## src/rtl/parity_frame_rx.sv

```systemverilog
// Serial frame receiver: start(0), DATA_W data bits LSB-first, parity, stop(1).
// Rebuilds the word, checks XOR parity and flags framing errors; all outputs registered.
module parity_frame_rx #(
    parameter int DATA_W     = 8,
    parameter bit PARITY_ODD = 1'b0
) (
    input  logic              clk,
    input  logic              rst_n,
    input  logic              bit_en,
    input  logic              rx_bit,
    output logic [DATA_W-1:0] data,
    output logic              data_valid,
    output logic              parity_err,
    output logic              frame_err,
    output logic              busy
);
    localparam int CNT_W = $clog2(DATA_W + 1);

    typedef enum logic [1:0] {IDLE, DATA, PARITY, STOP} state_t;

    state_t            state, state_nxt;
    logic [CNT_W-1:0]  cnt;
    logic [DATA_W-1:0] shreg;
    logic              acc;
    logic              perr_int;

    always_comb begin
        state_nxt = state;
        if (bit_en) begin
            case (state)
                IDLE:    if (!rx_bit) state_nxt = DATA;
                DATA:    if (cnt == CNT_W'(DATA_W - 1)) state_nxt = PARITY;
                PARITY:  state_nxt = STOP;
                // A low stop bit is never reused as the next start bit.
                STOP:    state_nxt = IDLE;
                default: state_nxt = IDLE;
            endcase
        end
    end

    always_ff @(posedge clk or negedge rst_n) begin
        if (!rst_n) begin
            state      <= IDLE;
            cnt        <= '0;
            shreg      <= '0;
            acc        <= 1'b0;
            perr_int   <= 1'b0;
            data       <= '0;
            data_valid <= 1'b0;
            parity_err <= 1'b0;
            frame_err  <= 1'b0;
            busy       <= 1'b0;
        end else begin
            state      <= state_nxt;
            busy       <= (state_nxt != IDLE);
            data_valid <= 1'b0;
            parity_err <= 1'b0;
            frame_err  <= 1'b0;
            if (bit_en) begin
                case (state)
                    IDLE: begin
                        cnt <= '0;
                        acc <= 1'b0;
                    end
                    DATA: begin
                        shreg <= {rx_bit, shreg[DATA_W-1:1]};
                        acc   <= acc ^ rx_bit;
                        cnt   <= cnt + CNT_W'(1);
                    end
                    PARITY: perr_int <= acc ^ rx_bit ^ PARITY_ODD;
                    STOP: begin
                        if (rx_bit) begin
                            data       <= shreg;
                            data_valid <= 1'b1;
                            parity_err <= perr_int;
                        end else begin
                            frame_err <= 1'b1;
                        end
                    end
                    default: ;
                endcase
            end
        end
    end
endmodule
```

## config.mk

```make
export PLATFORM = sky130hd
export DESIGN_NAME = parity_frame_rx
export DESIGN_NICKNAME = d
export VERILOG_FILES = /design/src/rtl/parity_frame_rx.sv
export SDC_FILE = /design/constraint.sdc
export NUM_CORES = 1
export LEC_CHECK = 0
export CAP_MARGIN = 20
export CORE_MARGIN = 1.5
export CORE_UTILIZATION = 50
export DETAILED_ROUTE_END_ITERATION = 16
export GPL_ROUTABILITY_DRIVEN = 0
export GPL_TIMING_DRIVEN = 0
export PLACE_DENSITY = 0.84
export SETUP_SLACK_MARGIN = 0.5
export SYNTH_ARGS = -nofsm -noshare
export SYNTH_HDL_FRONTEND = slang
export SYNTH_SLANG_ARGS = --single-unit
```

## constraint.sdc

```tcl
create_clock -name clk -period 2.4 [get_ports clk]
set_input_delay 0.48 -clock clk [delete_from_list [all_inputs] [get_ports clk]]
set_output_delay 0.48 -clock clk [all_outputs]
set_load 0.005 [all_outputs]
```

; After elaboration in Yosys (flattened, before gate mapping)
; Cells that the tools add are included.
[totals]
regBits = 28
in_bits = 4
output_inout_bits = 12
[op_classes]
add_sub_neg = 1
eq_ne = 4
n_mux = 15
bitwise_logic = 1
reduce_logical = 7
[op_table]
columns = operator, count
row1 = 2-to-1 mux 1 bit, 9
row2 = one-hot mux 2 bit (4 select lines), 1
row3 = one-hot mux 4 bit (2 select lines), 1
row4 = 2-to-1 mux 2 bit, 3
row5 = AND reduction 2 bit, 3
row6 = "adder 4 x 1 -> 4 bit, second input constant", 1
row7 = "== test 2 bit, second input constant", 2
row8 = "== test 4 x 3 -> 1 bit, second input constant", 1
row9 = nonzero test 2 bit, 2
row10 = AND reduction 3 bit, 1
row11 = "== test 2 x 1 -> 1 bit, second input constant", 1
row12 = zero test 2 bit, 1
row13 = one-hot mux 1 bit (2 select lines), 1
row14 = bitwise XOR 1 bit, 1

; Longest topological paths before layout
[logic_depth]
ltp_word = 5
depth_mapped = 5
mapped_depth_nobuf = 4

; Least setup slack after synthesis
; OpenSTA, ideal clock, no wires.
[synth_path]
path_kind = in2reg
from = in bit_en
to = reg cnt[3]
setup_ns = 0.069
arrival_ns = 1.352
t_required_ns = 2.331
slack_ns = 0.979
path_stages = 5
path_buffers = 2
cell_sequence = buf_4 nand2b_4 buf_6 or4b_1 nand3_1
[synth_between]
elab_chain_len = 1
[synth_lines]
columns = element, line
row1 = from (decl), 9  ; input logic bit_en,
row2 = AND reduction 2 bit (no line), n/a
row3 = to (signal assigned), 68  ; cnt <= cnt + CNT_W'(1);
row4 = to (decl), 22  ; logic [CNT_W-1:0] cnt;
; Every way passes these cells.
; A chain may end at the register's enable or synchronous reset.

; Worst setup path after layout
[layout_path]
from = reg data[1]
to = out data[1]
[layout_rtl]
columns = element, line
row1 = from (decl), 11  ; output logic [DATA_W-1:0] data,
row2 = from (signal assigned), 73  ; data <= shreg;
; No word-level cell between the ends.

==> results.py <==
metrics = {
    "run_status": {
        "run_status": "finished clean",
    },
    "cells_and_area": {
        "layout-drive-gt1-share": 0.250,
        "seqCellArea_um2": 701,
        "postLayoutCoreUtil": 0.641,
        "area_growth_pct": 21.9,
        "n_fill_cell": 174,
        "num_antenna_cells": 0,
        "multiInputGateArea_um2": 414,
        "nets": 114,
        "stdcell_area_um2": 1420,
    },
    "global_routing": {
        "grt_overflow": 0,
        "antenna_found_initial": 0,
        "grt_pass1_vias": 695,
        "grt_max_degree": 17,
        "grt_usage": 0.165,
        "grt_pass1_wl_um": 3150,
    },
    "yosys": {
        "netlist_instances": 89,
        "synth_area_per_cell_um2": 13.1,
        "synth_edf_count": 0,
        "synth-seq-cells": 28,
        "ys_seq_area_frac": 0.602,
        "syn_area_um2": 1160,
        "synth.distinct_cells": 24,
        "synth_top_flop_cell": "dfrtp_1",
        "synth-async-reset-ratio": 1.00,
        "synth_warnings": 0,
        "syn_nets": 94,
    },
    "worst_hold_path": {
        "whs_path_depth": 2,
        "hold_path_class": "in2reg",
        "holdCritStartpoint": "bit_en",
        "min_to": "busy$_DFF_PN0_",
    },
    "power_and_ir_drop": {
        "p_leak_nw": 0.666,
        "power_density_nw_per_um2": 1030,
        "peakVddDrop_mv": 0.503,
    },
    "critical_path": {
        "cp-end-kind": "primary output",
        "r2r_slack_ns": 0.96,
        "worst_ep_arrival_time_ns": 1.20,
        "critPathKind": "reg2out",
        "crit_path_max_incr_delay_ns": 0.51,
        "ff2ff_path_depth": 5,
        "crit_chain": "clkdlybuf4s50_1",
        "reg2reg_from": "state[1]$_DFF_PN0_",
        "critPathMaxFanout": 2,
        "required_ns": 1.92,
        "r2r-end": "cnt[3]$_DFFE_PN0P_",
        "cpMaxStageDelayCell": "clkdlybuf4s50_1",
        "cp_num_buf_inv": 1,
        "path_delay_family": "buffers and inverters",
        "worstSetupStartpointType": "flop",
    },
    "clock_network": {
        "cts_tree": "yes",
        "path_clk_slew_ns": 0.15,
        "cts_buffers": 3,
        "clk_latency_ns": 0.32,
        "cts_hold_buf": 0,
        "cts_sinks": 28,
        "h-tree-depth": 1,
        "cts_post_setup_buffers_inserted": 0,
        "cts.repair.resized": 0,
        "clock_path_buffers": 2,
        "cts_root_buf": "clkbuf_4",
    },
    "detailed_routing": {
        "viasPerCell": 5.18,
        "final_antenna_net_count": 0,
        "num_vias": 704,
        "drt_iter0_markers": 6,
        "dr.pass1.iters": 4,
        "post-route-drc-count": 0,
        "wirelength_um": 1780,
        "avgRoutedWirePerCell_um": 13.1,
    },
    "placement": {
        "placed_area_um2": 1370,
        "port_buffers": 14,
        "dp_hpwl_um": 1310,
    },
    "timing": {
        "rsz0062_at_grt": "false",
        "worstMarginPinSlew_ns": 0.683,
        "timing_hold_violations_final": 0,
        "tns_ns": 0,
        "fin_crit_sh": 0.701,
        "hold_ws_ns": 0.433,
        "finalCriticalPeriod_ns": 1.68,
        "max_freq_mhz": 595,
        "report.final.slew_viol_count": 0,
        "finClkSkew_ns": 0.00800,
        "max_slew_margin": 0.543,
        "finalSetupViolations": 0,
    },
    "floorplan": {
        "ioPinCount": 16,
        "die_area_um2": 2630,
        "die_h_um": 51.2,
        "start_util": 0.526,
        "die_w_um": 51.2,
        "core.rowCount": 17,
        "core_area_um2": 2210,
    },
    "job": {
        "maxCapViolations": 0,
    },
}
[where the power goes]
group          switching, mW  internal, mW  leakage, nW
Combinational          0.175         0.258        0.287
Clock                  0.132         0.169       0.0279
Sequential             0.100         0.627        0.352
Total                  0.407          1.05        0.666
[worst max-delay path by stage]
stage | cells after the start | slack [ns] | startpoint | to
finish | 1 | 0.72 | data[1]$_DFFE_PN0P_ | data[1]
detailed placement | 3 | 0.52 | rx_bit | data[0]$_DFFE_PN0P_
floorplan | 5 | 0.98 | bit_en | cnt[3]$_DFFE_PN0P_
CTS | 1 | 0.69 | data[1]$_DFFE_PN0P_ | data[1]
global placement | 1 | 0.46 | rst_n | data[7]$_DFFE_PN0P_
global route | 1 | 0.65 | data[6]$_DFFE_PN0P_ | data[6]
[Yosys cell counts (2+ instances only)]
cell type	n	area, um^2
nand3_1	3	15.0
a22o_2	2	20.0
nand3b_1	3	22.5
nand2b_1	3	18.8
o21ai_0	6	30.0
buf_6	2	22.5
dfrtp_1	28	701
inv_1	4	15.0
nand2_1	7	26.3
a31oi_1	2	12.5
mux2_2	15	169
a21oi_1	2	10.0
[metrics by stage]
stage | total power, mW | cells | worst slack, ns
finish | 1.46 | 136 | 0.718
global route | 1.58 | 136 | 0.652
CTS | 1.48 | 136 | 0.695
floorplan | 1.02 | 89 | 0.979
global placement | 1.14 | 131 | 0.462
detailed placement | 1.18 | 132 | 0.516
[cells in the final DEF (no fill, tap or decap)]
master           count
inv_1                4
a31oi_1              2
clkbuf_4             3
buf_16               1
nor3_1               1
a22o_2               2
a211oi_1             1
and2_1               1
a21oi_1              2
buf_4                1
o21ai_0              6
clkdlybuf4s50_1     14
mux2i_1              1
nand3b_1             3
bufinv_16            1
or4b_1               1
nand3_1              3
mux2_2              15
buf_6                2
nand4_2              1
clkbuf_1             1
nand2b_4             1
and3b_1              1
nor2_1               1
ha_1                 1
nand2_1              7
dfrtp_1             28
nand2b_1             3
[metal layers]
metal  vias up  global-route usage  share of wire
met3         4              0.0263          0.033
met2        13               0.266           0.48
met5         -                   0              0
li1        346                   -              -
met1       341               0.210           0.47
met4         0              0.0921          0.019
[flip-flops by register name, summed over array words and instances, names as in the netlist]
register,cells
acc,1
busy,1
cnt,4
data,8
data_valid,1
frame_err,1
parity_err,1
perr_int,1
shreg,8
state,2
[area by class of cell]
| class | instances | share of cell area |
|---|---|---|
| clock buffer | 3 | 0.0159 |
| multi-input combinational | 53 | 0.292 |
| sequential | 28 | 0.494 |
| clock inverter | 1 | 0.0212 |
| tap | 28 | 0.0247 |
| inverter | 4 | 0.0106 |
| timing repair buffer | 15 | 0.118 |
| buffer | 4 | 0.0238 |
[cell families after synthesis]
family                     after synthesis  synth area share
muxes                                   16             0.154
buffers and inverters                    8            0.0419
and+or+nand+nor                         23             0.123
adders and majority gates                1            0.0108
AOI/OAI and AO/OA                       13            0.0688
DFF                                     28             0.602
No activity file was read; power rests on OpenSTA's default activity.
==> RTL change, RTL diff (same settings) <==
Change the parameter `DATA_W` from 8 to 16.
--- a/src/rtl/parity_frame_rx.sv
+++ b/src/rtl/parity_frame_rx.sv
@@ -1,7 +1,7 @@
 // Serial frame receiver: start(0), DATA_W data bits LSB-first, parity, stop(1).
 // Rebuilds the word, checks XOR parity and flags framing errors; all outputs registered.
 module parity_frame_rx #(
-    parameter int DATA_W     = 8,
+    parameter int DATA_W     = 16,
     parameter bit PARITY_ODD = 1'b0
 ) (
     input  logic              clk,
Interface: changed (resized data); port bits go from 16 to 24. No check against the original RTL was run, so the function may have changed too.
==> RTL change against the original RTL <==
  * Total power up 52%
  * Design area rose by 58%
  * Hold slack worse by 380 ps
  * Synthesized area is 60% higher
  * Clock power is 48% higher
  * Sequential cell count increased by 17
  * Setup slack worse by 21 ps
  * Global-route usage increased by 1.0 points
  * Non-clock buffer count grew 10
  * Utilization increased by 0.82 points
  * Critical path depth grew 3
  * Final cell count grew 50%
  * Routed wire length up 70%
  * Critical path type is now primary input to flop
  * Largest cell class unchanged
==> RTL change: results (changes against the original RTL) <==
Yosys cell types -> 28 (+17%)
crit-path max FO -> 10 (+8)
combinational share of power -> 27.4% (-2.2 points)
first-pass GRT wire length -> 5310 um (+69%)
post-synthesis mux area share -> 21.0% (+5.6 points)
adder-cell share of the synthesized area -> 1.35% (+0.27 points)
Synthesized Nets -> 133 (+41%)
Worst slew margin -> 74.2% (+20 points)
Power Density -> 995 nW/um^2 (-3.3%)
Avg Inst Size Synth -> 14.6 um^2 (+12%)
Post-DP Area -> 2150 um^2 (+58%)
Worst VDD drop -> 469 uV (-6.7%)
clock root cell -> clkbuf_8
biggest registers after layout -> data (16), shreg (16), cnt (5)
share of cells above drive strength 1 -> 29.1% (+4.1 points)
compound-cell area share of the yosys netlist -> 4.64% (-2.2 points)
met2 Use GR -> 28.5% (+1.9 points)
# nets final -> 163 (+43%)
met3 wire len -> 125 um (+120%)
vias per cell -> 5.26 (+1.7%)
min-delay worst type -> primary input to async pin
internal power -> 0.00159 W (+51%)
outcome -> complete, no violations
DRT Pass-1 Iters -> 2 (-2)
sequential-to-total area share from yosys stat -> 60.6% (+0.35 points)
Setup Skew -> 4.33 ps (-3.67 ps)
Clk Latency, worst-skew pair -> 290 ps (-30 ps)
[RTL change: layout make-up]
class,count,area [um^2]
fill,273,1210
sequential,45,1130
multi-input combinational,73,661
timing repair buffer,23,235
clock buffer,7,76.3
buffer,6,61.3
tap,46,57.6
inverter,3,11.3
clock inverter,1,7.51
[RTL change: cells by family (layout without fill, tap and decap cells)]
kind of cell             after synthesis  after routing
AO/OA/AOI/OAI                         13             13
adder cells (fa/ha/maj)                2              2
buffers and inverters                  9             40
flip-flops                            45             45
multiplexers                          32             32
AND/OR/NAND/NOR                       26             26
[RTL change: final timing paths]
| check | end | slack (ps) | cells after the start |
|---|---|---|---|
| max in group asynchronous | data[7]$_DFFE_PN0P_ | 1890 | 2 |
| min | data[13]$_DFFE_PN0P_ | 60 | 1 |
| max reg2reg | busy$_DFF_PN0_ | 850 | 6 |
| max | data[9]$_DFFE_PN0P_ | 700 | 4 |
| min reg2reg | parity_err$_DFF_PN0_ | 480 | 1 |
| min in group clk | parity_err$_DFF_PN0_ | 480 | 1 |
